[src/rtl/mwadd_pkg.sv]
// Shared definitions for the sequential multi-word adder.
//   state_e : FSM encoding (IDLE -> ADD -> DONE -> IDLE)
//   N_DEF / WORDS_DEF : default chunk width and chunk count
//   idx_w() : width of the chunk index register (at least 1 bit)
package mwadd_pkg;

    localparam int N_DEF     = 8;
    localparam int WORDS_DEF = 4;

    typedef enum logic [1:0] {
        IDLE = 2'd0,
        ADD  = 2'd1,
        DONE = 2'd2
    } state_e;

    // WORDS=1 still needs a 1-bit index so the register has a legal width.
    function automatic int idx_w(input int words);
        return (words > 1) ? $clog2(words) : 1;
    endfunction

endpackage

[src/rtl/adder_chunk.sv]
// Combinational N-bit ripple-carry adder used as the shared chunk datapath.
// Ports:
//   cin  in  1  carry into bit 0
//   a    in  N  operand chunk A
//   b    in  N  operand chunk B
//   s    out N  sum chunk
//   cout out 1  carry out of bit N-1
module adder_chunk #(
    parameter int N = 8
) (
    input  logic         cin,
    input  logic [N-1:0] a,
    input  logic [N-1:0] b,
    output logic [N-1:0] s,
    output logic         cout
);

    logic [N:0] c;

    assign c[0] = cin;

    for (genvar i = 0; i < N; i++) begin : g_bit
        assign s[i]   = a[i] ^ b[i] ^ c[i];
        assign c[i+1] = (a[i] & b[i]) | (c[i] & (a[i] ^ b[i]));
    end

    assign cout = c[N];

endmodule

[src/rtl/multiword_add_seq.sv]
// Sequential wide adder: W = N*WORDS bit operands are added one N-bit chunk
// per cycle through a single adder_chunk, with the carry registered between
// chunks. Latency: WORDS ADD cycles after the accept edge; one add per
// WORDS+2 cycles including the IDLE accept and DONE handoff cycles.
// Optional feature macro: MWADD_SUB_EN (adds the 'sub' port, computes A-B).
// Ports:
//   clk, rst_n          clock, asynchronous active-low reset
//   in_valid/in_ready   operand handshake (ready only in IDLE)
//   a, b, carry_in      operands and carry into chunk 0
//   sub                 subtract select (MWADD_SUB_EN only)
//   out_valid/out_ready result handshake (valid only in DONE)
//   sum, carry_out      W-bit result and carry out of the top chunk
module multiword_add_seq
    import mwadd_pkg::*;
#(
    parameter int N     = N_DEF,
    parameter int WORDS = WORDS_DEF
) (
    input  logic             clk,
    input  logic             rst_n,
    input  logic             in_valid,
    output logic             in_ready,
    input  logic [N*WORDS-1:0] a,
    input  logic [N*WORDS-1:0] b,
    input  logic             carry_in,
`ifdef MWADD_SUB_EN
    input  logic             sub,
`endif
    output logic             out_valid,
    input  logic             out_ready,
    output logic [N*WORDS-1:0] sum,
    output logic             carry_out
);

    localparam int W     = N * WORDS;
    localparam int IDX_W = idx_w(WORDS);
    localparam logic [IDX_W-1:0] LAST_IDX = IDX_W'(WORDS - 1);

    state_e           state_q, state_d;
    logic [IDX_W-1:0] idx_q,   idx_d;
    logic             creg_q,  creg_d;
    logic [W-1:0]     a_q,     a_d;
    logic [W-1:0]     b_q,     b_d;
    logic [W-1:0]     sum_q,   sum_d;
    logic             cout_q,  cout_d;
    logic             sub_q,   sub_d;

    logic [N-1:0] ch_a, ch_b, ch_s;
    logic         ch_cout;
    logic         cin_eff;
    logic         sub_in;

`ifdef MWADD_SUB_EN
    assign sub_in = sub;
`else
    assign sub_in = 1'b0;
`endif

    // Subtraction is A + ~B + 1; the incoming carry is overridden.
    assign cin_eff = sub_in ? 1'b1 : carry_in;

    assign ch_a = a_q[idx_q*N +: N];
    assign ch_b = sub_q ? ~b_q[idx_q*N +: N] : b_q[idx_q*N +: N];

    adder_chunk #(.N(N)) u_chunk (
        .cin  (creg_q),
        .a    (ch_a),
        .b    (ch_b),
        .s    (ch_s),
        .cout (ch_cout)
    );

    always_comb begin
        state_d = state_q;
        idx_d   = idx_q;
        creg_d  = creg_q;
        a_d     = a_q;
        b_d     = b_q;
        sum_d   = sum_q;
        cout_d  = cout_q;
        sub_d   = sub_q;
        case (state_q)
            IDLE: begin
                if (in_valid) begin
                    a_d     = a;
                    b_d     = b;
                    sub_d   = sub_in;
                    creg_d  = cin_eff;
                    idx_d   = '0;
                    state_d = ADD;
                end
            end
            ADD: begin
                // Only the current chunk is overwritten; higher chunks keep
                // stale data until their cycle comes.
                sum_d[idx_q*N +: N] = ch_s;
                creg_d              = ch_cout;
                if (idx_q == LAST_IDX) begin
                    cout_d  = ch_cout;
                    state_d = DONE;
                end else begin
                    idx_d = idx_q + IDX_W'(1);
                end
            end
            DONE: begin
                if (out_ready) state_d = IDLE;
            end
            default: state_d = IDLE;
        endcase
    end

    always_ff @(posedge clk or negedge rst_n) begin
        if (!rst_n) begin
            state_q <= IDLE;
            idx_q   <= '0;
            creg_q  <= 1'b0;
            a_q     <= '0;
            b_q     <= '0;
            sum_q   <= '0;
            cout_q  <= 1'b0;
            sub_q   <= 1'b0;
        end else begin
            state_q <= state_d;
            idx_q   <= idx_d;
            creg_q  <= creg_d;
            a_q     <= a_d;
            b_q     <= b_d;
            sum_q   <= sum_d;
            cout_q  <= cout_d;
            sub_q   <= sub_d;
        end
    end

    assign in_ready  = (state_q == IDLE);
    assign out_valid = (state_q == DONE);
    assign sum       = sum_q;
    assign carry_out = cout_q;

endmodule

[config.mk]
export PLATFORM = sky130hd
export DESIGN_NAME = multiword_add_seq
export DESIGN_NICKNAME = d
export VERILOG_FILES = /design/src/rtl/mwadd_pkg.sv /design/src/rtl/adder_chunk.sv /design/src/rtl/multiword_add_seq.sv
export SDC_FILE = /design/constraint.sdc
export NUM_CORES = 1
export LEC_CHECK = 0
export ABC_CLOCK_PERIOD_IN_PS = 5600
export CORE_ASPECT_RATIO = 0.8
export CORE_MARGIN = 8
export CORE_UTILIZATION = 45
export DETAILED_ROUTE_END_ITERATION = 16
export HOLD_SLACK_MARGIN = 0.03
export PLACE_DENSITY = 0.69
export SYNTH_ARGS = -nofsm -noshare
export SYNTH_HDL_FRONTEND = slang
export SYNTH_HIERARCHICAL = 1
export SYNTH_SLANG_ARGS = --single-unit
[constraint.sdc]
create_clock -name clk -period 5.6 [get_ports clk]
set_input_delay 1.12 -clock clk [delete_from_list [all_inputs] [get_ports clk]]
set_output_delay 1.12 -clock clk [all_outputs]
set_load 0.02 [all_outputs]
==> impl_metrics.env, run 1 <==
export IMPL_final_layout_size_suffix_gt1_share_pct=27.6
export IMPL_whs_endpoint="a_q[31]"
export IMPL_cpMostUsedCell="fa_1"
export IMPL_n_fill_cell=888
export IMPL_start_util_pct=45.7
export IMPL_wire_per_inst_um=19.3
export IMPL_area_growth_synth_to_final_pct=28.5
export IMPL_synth_seq_cells=102
export IMPL_drt_iter0_drc=207
export IMPL_end_kind="flop"
export IMPL_die_area_mm2=0.0145
export IMPL_gp_congestion=0.797
export IMPL_hp_class="reg2reg"
export IMPL_cts_setup_buffers=0
export IMPL_clk_path_buf_depth=2
export IMPL_ys_types=32
export IMPL_dp_hpwl_mm=8.54
export IMPL_worstPathMaxFanout=7
export IMPL_grt_first_pass_wirelength_mm=18.5
export IMPL_finalSetupViolations=0
export IMPL_grt_use_total_pct=16.4
export IMPL_rrSetupSlack_ns=0.71
export IMPL_rsz0062_at_grt="no"
export IMPL_grt_max_degree=57
export IMPL_start_kind="flop"
export IMPL_die_y_um=109
export IMPL_required_ns=5.83
export IMPL_clk_latency_ns=0.34
export IMPL_ir_drop_mv=0.446
export IMPL_power_density_mw_per_mm2=668
export IMPL_post_route_util_pct=58.7
export IMPL_synth_nets=432
export IMPL_post_route_min_period_ns=4.89
export IMPL_drc_errors=0
export IMPL_fp_coreArea_mm2=0.0107
export IMPL_crit_type="reg2reg"
export IMPL_finalCritPeriodShare_pct=87.2
export IMPL_tritoncts="yes"
export IMPL_relSlewSlack_pct=44.1
export IMPL_syn_inst=350
export IMPL_crit_chain="mux4_2 -> fa_1 -> inv_1 -> fa_1 -> inv_1 -> fa_1 -> fa_1 -> fa_1 -> fa_1 -> fa_1 -> inv_1 -> fa_1 -> inv_1 -> nand2_1 -> o32ai_1"
export IMPL_arrival_ns=5.12
export IMPL_seq_area_frac_synth_pct=52.1
export IMPL_worstMarginPinSlew_ns=0.834
export IMPL_avgViaCountPerCell=5.28
export IMPL_final_hold_viol_count=0
export IMPL_antenna_cells=0
export IMPL_vias=3112
export IMPL_outcome="completed"
export IMPL_max_freq_mhz=205
export IMPL_die_w_um=133
export IMPL_clk_pin_slew_worst_paths_ns=0.07
export IMPL_ant_nets=0
export IMPL_setup_tns_final_ns=0
export IMPL_antenna_found_initial=0
export IMPL_cts_resized=0
export IMPL_wl_mm=11.4
export IMPL_reg2regPathDepth=15
export IMPL_cts_buffers=9
export IMPL_drv_cap=0
export IMPL_syn_area_mm2=0.00490
export IMPL_hold_buffers=0
export IMPL_final_nets=522
export IMPL_regToRegStartpoint="idx_q[0]"
export IMPL_grt_pass1_vias=3327
export IMPL_cp_slowest_cell="dfrtp_1"
export IMPL_grt_overflow_total=0
export IMPL_hold_start="a_q[31]"
export IMPL_num_rows=34
export IMPL_whs_path_depth=1
export IMPL_clock_root_buffer="clkbuf_16"
export IMPL_yosys_warnings=6
export IMPL_port_buffers=103
export IMPL_avgSynthCellArea_um2=14.0
export IMPL_power_leakage_nw=2.56
export IMPL_cpPeakStageDelay_ns=0.59
export IMPL_cts_num_sinks=102
export IMPL_htreeDepth=3
export IMPL_slew_violations=0
export IMPL_timing_rr_end="sum[23]"
export IMPL_io_pins=104
export IMPL_skew_ns=0.00455
export IMPL_dr_pass1_iters=4
[Yosys cell counts (all sizes together)]
library cell / instances / area (um2)
fa: 8 / 160
nand4bb: 2 / 22.5
and3b: 4 / 35.0
inv: 37 / 139
or2: 1 / 6.26
buf: 19 / 108
nand2: 24 / 90.1
mux2: 73 / 822
or4b: 3 / 33.8
a21oi: 1 / 5.00
mux4: 16 / 360
o211ai: 2 / 15.0
nand2b: 4 / 25.0
clkbuf: 9 / 35.0
o221a: 1 / 11.3
o32ai: 24 / 270
ha: 5 / 62.6
and4bb: 8 / 100
nor2: 1 / 3.75
nor3b: 1 / 7.51
nor2b: 1 / 6.26
dfrtp: 102 / 2550
a21o: 1 / 7.51
o21ba: 1 / 10.0
nand3: 2 / 10.0
[cell families after synthesis]
| kind of cell | Yosys count | synth area share [%] |
|---|---|---|
| flops | 102 | 52.1 |
| mux | 89 | 24.1 |
| buf+inv | 65 | 5.75 |
| simple gates | 51 | 6.95 |
| compound gates | 30 | 6.51 |
| fa+ha+maj | 13 | 4.55 |
[area by class of cell]
class / instances / area, um2 / share of cell area, %
multi-input combinational: 183 / 2070 / 32.9
tap: 144 / 180 / 2.86
clock inverter: 4 / 47.5 / 0.755
inverter: 37 / 139 / 2.21
timing repair buffer: 107 / 1070 / 17.0
clock buffer: 12 / 236 / 3.76
sequential: 102 / 2550 / 40.5
[per-layer routing]
metal	wire length, um	up-vias	track usage (%)
met5	0	-	0
met4	157	0	5.50
met3	695	12	4.93
met2	5320	93	25.3
met1	5210	1573	21.9
li1	-	1434	-
[stage by stage]
stage               setup WS [ns]  hold WS [ns]  power, mW  cell area, um2  instances
floorplan                   0.795         0.475       2.80            4900        350
detailed placement          0.691         0.491       3.63            6010        573
CTS                         0.659         0.506       4.24            6300        589
global placement            0.826         0.485       3.57            6010        573
finish                      0.715         0.500       4.21            6300        589
global route                0.427         0.517       4.48            6300        589
[critical path, delay by kind of cell (launching register included)]
family / cells / cell delay [ns]
compound gates: 1 / 0.26
fa+ha+maj: 8 / 2.94
buf+inv: 4 / 0.33
flops: 1 / 0.59
mux: 1 / 0.59
simple gates: 1 / 0.07
[cells in the final DEF, fill, tap and decap left out, drive strengths merged]
master	Yosys	final
mux2	73	73
nand2	24	24
and4bb	8	8
clkinv	0	2
nor2b	1	1
a21oi	1	1
a21o	1	1
clkbuf	9	12
ha	5	5
or4b	3	3
nor2	1	1
mux4	16	16
nand2b	4	4
and3b	4	4
inv	37	37
bufinv	0	1
o32ai	24	24
clkinvlp	0	1
nor3b	1	1
or2	1	1
nand3	2	2
clkdlybuf4s50	0	102
dfrtp	102	102
buf	19	5
fa	8	8
o221a	1	1
o21ba	1	1
o211ai	2	2
nand4bb	2	2
[state kept, by name, indices dropped and copies added (netlist names)]
register   cells
a_q           32
carry_out      1
creg_q         1
state_q        2
b_q           32
idx_q          2
sum           32
[power breakdown]
group	switching [mW]	total, mW	leakage (nW)	internal [mW]
logic	1.21	2.29	1.16	1.08
registers	0.229	1.32	1.27	1.09
clock network	0.260	0.605	0.137	0.346
[how the worst max path moves through the flow]
stage	cells after the start	end	start
after detailed placement	15	sum[23]	idx_q[0]
after CTS	15	sum[23]	idx_q[0]
final	15	sum[23]	idx_q[0]
after floorplan	17	sum[23]	idx_q[0]
after global placement	15	sum[23]	idx_q[0]
after global routing	15	sum[23]	idx_q[0]
No activity file was read; power rests on OpenSTA's default activity.
==> run 2: changes to the inputs <==
--- a/config.mk
+++ b/config.mk
@@ -7,7 +7,6 @@
 export LEC_CHECK = 0
 export ABC_CLOCK_PERIOD_IN_PS = 5600
 export CORE_ASPECT_RATIO = 0.8
-export CORE_MARGIN = 8
 export CORE_UTILIZATION = 45
 export DETAILED_ROUTE_END_ITERATION = 16
 export HOLD_SLACK_MARGIN = 0.03
==> run 2 against run 1 <==
Cell count fell by 0.68%. Highest routed layer unchanged. Via count rose by 1.6%. Sequential share of layout area fell by 0.096 points. Critical path type unchanged.
==> impl_metrics.env, run 2 (synthesis results as in run 1) <==
export IMPL_setup_ws_ns=0.954
export IMPL_finalCritPeriodShare_pct=83.0
export IMPL_io_pins=104
export IMPL_power_leakage_nw=2.58
export IMPL_p_comb_share_pct=53.8
export IMPL_relSlewSlack_pct=45.0
export IMPL_multi_input_area_mm2=0.00207
export IMPL_port_buffers=103
export IMPL_dr_pass1_iters=4
export IMPL_p_int_mw=2.54
export IMPL_fp_coreArea_mm2=0.0104
export IMPL_num_rows=33
export IMPL_clock_root_buffer="clkbuf_16"
export IMPL_clk_pin_slew_worst_paths_ns=0.07
export IMPL_cts_buffers=9
export IMPL_clk_latency_ns=0.35
export IMPL_rsz0062_at_grt="no"
export IMPL_grt_use_total_pct=21.1
export IMPL_final_cells=585
export IMPL_ir_drop_mv=0.349
export IMPL_tritoncts="yes"
export IMPL_final_hold_viol_count=0
export IMPL_p_total_mw=4.24
export IMPL_hold_start="a_q[16]"
export IMPL_die_y_um=95.3
export IMPL_regToRegStartpoint="idx_q[0]"
export IMPL_end_kind="flop"
export IMPL_reg2regPathDepth=15
export IMPL_gp_congestion=0.770
export IMPL_finalSetupViolations=0
export IMPL_crit_type="reg2reg"
export IMPL_antenna_found_initial=0
export IMPL_rrSetupSlack_ns=0.95
export IMPL_wire_per_inst_um=18.4
export IMPL_place_ws_ns=0.977
export IMPL_clk_path_buf_depth=2
export IMPL_worstPathMaxFanout=4
export IMPL_worstMarginPinSlew_ns=0.824
export IMPL_setup_tns_final_ns=0
export IMPL_timing_rr_end="sum[23]"
export IMPL_max_freq_mhz=215
export IMPL_cts_setup_buffers=0
export IMPL_final_layout_size_suffix_gt1_share_pct=28.3
export IMPL_required_ns=5.84
export IMPL_grt_pass1_vias=3321
export IMPL_cts_num_sinks=102
export IMPL_wl_met1_mm=5.10
export IMPL_drv_cap=0
export IMPL_final_nets=523
export IMPL_slew_violations=0
export IMPL_grt_first_pass_wirelength_mm=17.8
export IMPL_dp_cells=570
export IMPL_seqCellArea_mm2=0.00255
export IMPL_top_layer_used="met4"
export IMPL_n_fill_cell=851
export IMPL_start_util_pct=47.1
export IMPL_die_area_mm2=0.0113
export IMPL_met3_wirelength_um=568
export IMPL_switching_power_mw=1.70
export IMPL_power_share_switching_pct=40.0
export IMPL_whs_endpoint="a_q[16]"
export IMPL_dp_hpwl_mm=7.77
export IMPL_wl_mm=10.7
export IMPL_drc_errors=0
export IMPL_ant_nets=0
export IMPL_die_w_um=119
export IMPL_outcome="completed"
export IMPL_grt_max_degree=65
export IMPL_hold_buffers=0
export IMPL_arrival_ns=4.89
export IMPL_clkPwrFrac_pct=15.2
export IMPL_whs_path_depth=1
export IMPL_post_route_min_period_ns=4.65
export IMPL_seqPwrFrac_pct=30.9
export IMPL_skew_ns=0.00398
export IMPL_htreeDepth=3
export IMPL_most_common_layout_cells="dfrtp_1 (102), clkdlybuf4s50_1 (102), mux2_2 (73), inv_1 (37), nand2_1 (24)"
export IMPL_area_growth_synth_to_final_pct=28.8
export IMPL_drt_iter0_drc=221
export IMPL_wl_met2_mm=4.95
export IMPL_start_kind="flop"
export IMPL_antenna_cells=0
export IMPL_vias=3162
export IMPL_avgViaCountPerCell=5.41
export IMPL_hp_class="reg2reg"
export IMPL_power_density_mw_per_mm2=672
export IMPL_grt_overflow_total=0
export IMPL_cts_resized=0
[run 2: changes by cell type in the layout (fill, tap and decap cells not counted), sizes merged]
cell    previous run  this run
buf                5         6
clkinv             2         1
[run 2: power groups by stage]
stage | sequential [mW] | combinational [mW] | clock [mW]
after floorplan | 1.34 | 1.46 | 0
after global placement | 1.32 | 2.27 | 0
after detailed placement | 1.33 | 2.29 | 0
after CTS | 1.32 | 2.30 | 0.655
after global routing | 1.36 | 2.48 | 0.682
final | 1.31 | 2.28 | 0.645
[run 2: worst max path at each step]
stage / start / to / slack (ns) / cells after the start
CTS: idx_q[0] / sum[23] / 0.96 / 15
global route: idx_q[0] / sum[23] / 0.73 / 15
global placement: idx_q[0] / sum[23] / 1.03 / 15
finish: idx_q[0] / sum[23] / 0.95 / 15
floorplan: idx_q[0] / sum[23] / 0.79 / 17
detailed placement: idx_q[0] / sum[23] / 0.98 / 15
[run 2: cell type report]
class,instances,area share [%]
Tap cell,140,2.78
Clock buffer,12,4.22
Sequential cell,102,40.4
Clock inverter,3,0.674
Timing Repair Buffer,108,16.9
Multi-Input combinational cell,183,32.8
Inverter,37,2.20
[run 2: layer usage]
| layer | vias to the layer above | track usage (%) |
|---|---|---|
| met5 | - | 0 |
| met4 | 0 | 5.38 |
| met3 | 10 | 6.22 |
| met2 | 101 | 34.0 |
| met1 | 1621 | 28.4 |
| li1 | 1430 | - |
[run 2: worst max-delay path, cell delays in order (launching register included)]
cell and delay (ns):
dfrtp_1 0.43, mux4_2 0.55, fa_1 0.42, inv_1 0.08, fa_1 0.16, inv_1 0.05, fa_1 0.38, fa_1 0.39
fa_1 0.39, fa_1 0.40, fa_1 0.36, inv_1 0.07, fa_1 0.40, inv_1 0.13, nand2_1 0.06, o32ai_1 0.26
[run 2: stage by stage]
| step | hold WS [ns] | util [%] | area [um2] |
|---|---|---|---|
| 2_1_floorplan | 0.475 | - | 4900 |
| 3_3_place_gp | 0.485 | 57.7 | 6000 |
| 3_5_place_dp | 0.491 | 57.7 | 6000 |
| 4_1_cts | 0.506 | 60.7 | 6310 |
| 5_1_grt | 0.517 | 60.7 | 6310 |
| 6_report | 0.506 | 60.7 | 6310 |
==> run 3: changes to the inputs <==
--- a/config.mk
+++ b/config.mk
@@ -5,12 +5,12 @@
 export SDC_FILE = /design/constraint.sdc
 export NUM_CORES = 1
 export LEC_CHECK = 0
-export ABC_CLOCK_PERIOD_IN_PS = 5600
+export ABC_CLOCK_PERIOD_IN_PS = 4000
 export CORE_ASPECT_RATIO = 0.8
 export CORE_UTILIZATION = 45
 export DETAILED_ROUTE_END_ITERATION = 16
 export HOLD_SLACK_MARGIN = 0.03
-export PLACE_DENSITY = 0.69
+export PLACE_DENSITY = 0.72
 export SYNTH_ARGS = -nofsm -noshare
 export SYNTH_HDL_FRONTEND = slang
 export SYNTH_HIERARCHICAL = 1
==> constraint.sdc (replaced) <==
create_clock -name clk -period 4 [get_ports clk]
set_input_delay 0.8 -clock clk [delete_from_list [all_inputs] [get_ports clk]]
set_output_delay 0.8 -clock clk [all_outputs]
set_load 0.02 [all_outputs]
==> run 3 against run 2 <==
The run now ends with setup timing left. Worst hold slack lost 0.0021 ns. Sequential share of layout area shrank 0.24 points. Register-to-register slack lost 1.3 ns. Largest cell class unchanged. Clock skew is 0.0059 ns higher. Clock-buffer cell count shrank 2. Combinational power increased by 48%. Setup slack worse by 1.3 ns. Highest routed layer unchanged. Critical endpoint unchanged.
==> impl_metrics.env, run 3 (synthesis results as in run 1) <==
export IMPL_rsz0062_at_grt="yes"
export IMPL_worstPathMaxFanout=4
export IMPL_cts_setup_buffers=0
export IMPL_post_route_util_pct=61.1
export IMPL_antenna_found_initial=0
export IMPL_crit_chain="mux4_2 -> fa_2 -> inv_2 -> fa_1 -> inv_1 -> fa_2 -> fa_2 -> fa_2 -> fa_2 -> fa_2 -> inv_2 -> fa_2 -> inv_2 -> nand2_1 -> o32ai_2"
export IMPL_hp_class="reg2reg"
export IMPL_most_common_layout_cells="clkdlybuf4s50_1 (102), dfrtp_1 (101), mux2_2 (73), inv_1 (34), nand2_1 (23)"
export IMPL_grt_pass1_vias=3386
export IMPL_switching_power_mw=2.43
export IMPL_ir_drop_mv=0.581
export IMPL_final_cells=589
export IMPL_max_freq_mhz=230
export IMPL_cts_buffers=9
export IMPL_arrival_ns=4.60
export IMPL_setup_ws_ns=-0.343
export IMPL_drt_iter0_drc=161
export IMPL_grt_first_pass_wirelength_mm=17.9
export IMPL_n_fill_cell=827
export IMPL_final_hold_viol_count=0
export IMPL_outcome="finished, violations left"
export IMPL_failed_checks="setup timing"
export IMPL_place_ws_ns=-0.367
export IMPL_tritoncts="yes"
export IMPL_dp_cells=573
export IMPL_top_layer_used="met4"
export IMPL_final_nets=526
export IMPL_power_share_switching_pct=40.1
export IMPL_skew_ns=0.00984
export IMPL_grt_overflow_total=0
export IMPL_area_growth_synth_to_final_pct=29.7
export IMPL_relSlewSlack_pct=45.9
export IMPL_clk_pin_slew_worst_paths_ns=0.07
export IMPL_multi_input_area_mm2=0.00210
export IMPL_met3_wirelength_um=744
export IMPL_wl_met1_mm=4.83
export IMPL_power_density_mw_per_mm2=954
export IMPL_clock_root_buffer="clkbuf_16"
export IMPL_ant_nets=0
export IMPL_cpPeakStageDelay_ns=0.53
export IMPL_finalCritPeriodShare_pct=109
export IMPL_dr_pass1_iters=4
export IMPL_io_pins=104
export IMPL_avgViaCountPerCell=5.37
export IMPL_antenna_cells=0
export IMPL_grt_max_degree=65
export IMPL_wl_mm=10.8
export IMPL_slew_violations=0
export IMPL_layout_commonest_cell="clkdlybuf4s50_1"
export IMPL_die_y_um=95.3
export IMPL_vias=3162
export IMPL_fp_coreArea_mm2=0.0104
export IMPL_port_buffers=103
export IMPL_grt_use_total_pct=21.2
export IMPL_wire_per_inst_um=18.3
export IMPL_cts_resized=2
export IMPL_worstMarginPinSlew_ns=0.812
export IMPL_required_ns=4.25
export IMPL_htreeDepth=3
export IMPL_seqPwrFrac_pct=30.1
export IMPL_drv_cap=0
export IMPL_power_leakage_nw=2.57
export IMPL_clkPwrFrac_pct=14.2
export IMPL_cts_num_sinks=102
export IMPL_hold_buffers=0
export IMPL_cpMostUsedCell="fa_2"
export IMPL_crit_type="reg2reg"
export IMPL_num_rows=33
export IMPL_finalSetupViolations=9
export IMPL_gp_congestion=0.803
export IMPL_p_comb_share_pct=55.7
export IMPL_clk_path_buf_depth=2
export IMPL_start_kind="flop"
export IMPL_wl_met2_mm=4.97
export IMPL_die_area_mm2=0.0113
export IMPL_end_kind="flop"
export IMPL_p_int_mw=3.63
export IMPL_seqCellArea_mm2=0.00255
export IMPL_clk_latency_ns=0.35
export IMPL_die_w_um=119
export IMPL_post_route_min_period_ns=4.34
export IMPL_cp_top_family="adder cells"
export IMPL_cp_num_buf_inv=4
export IMPL_start_util_pct=47.1
export IMPL_final_layout_size_suffix_gt1_share_pct=31.8
export IMPL_dp_hpwl_mm=7.99
export IMPL_cp_slowest_cell="mux4_2"
export IMPL_drc_errors=0
==> run 3: path summary, 6_finish.rpt <==
path | start | end | slack [ns] | depth (start not counted)
setup / recovery | idx_q[0] | sum[23] | -0.34 | 15
hold / removal | b_q[20] | b_q[20] | 0.50 | 1
setup reg to reg | idx_q[0] | sum[23] | -0.34 | 15
hold reg to reg | b_q[20] | b_q[20] | 0.50 | 1
max in group asynchronous | rst_n | idx_q[0] | 2.67 | 2
min in group asynchronous | rst_n | sum[12] | 0.52 | 1
==> run 3: layout make-up <==
cell class	count	share of cell area, %
Clock inverter	6	0.985
Clock buffer	10	3.60
Timing Repair Buffer	111	17.1
Inverter	37	2.19
Sequential cell	102	40.2
Multi-Input combinational cell	183	33.1
Tap cell	140	2.76
==> run 3: metrics by stage <==
| step | hold WS (ns) | TNS (ns) | total power, mW | area, um2 |
|---|---|---|---|---|
| 5_1_grt | 0.520 | -3.15 | 6.42 | 6350 |
| 3_3_place_gp | 0.484 | -1.27 | 5.08 | 6040 |
| 4_1_cts | 0.506 | -1.79 | 6.04 | 6340 |
| 2_1_floorplan | 0.475 | -2.79 | 4.02 | 4930 |
| 6_report | 0.504 | -1.52 | 6.06 | 6350 |
| 3_5_place_dp | 0.490 | -1.60 | 5.15 | 6040 |
==> run 3: worst reg2reg max path: stages (launching register included) <==
cell	delay [ns]
dfrtp_2	0.41
mux4_2	0.53
fa_2	0.39
inv_2	0.06
fa_1	0.16
inv_1	0.05
fa_2	0.34
fa_2	0.37
fa_2	0.35
fa_2	0.35
fa_2	0.34
inv_2	0.07
fa_2	0.43
inv_2	0.09
nand2_1	0.07
o32ai_2	0.24
==> run 3: routing by layer <==
| metal | GRT usage [%] | vias up |
|---|---|---|
| met4 | 8.02 | 0 |
| met3 | 6.28 | 18 |
| met1 | 28.1 | 1599 |
| met2 | 33.2 | 110 |
| met5 | 0 | - |
| li1 | - | 1435 |
==> run 3: power by group through the flow <==
stage	sequential, mW	clock, mW	combinational (mW)
4_1_cts	1.83	0.876	3.33
3_3_place_gp	1.82	0	3.27
3_5_place_dp	1.84	0	3.30
2_1_floorplan	1.88	0	2.14
5_1_grt	1.89	0.912	3.61
6_report	1.83	0.859	3.37
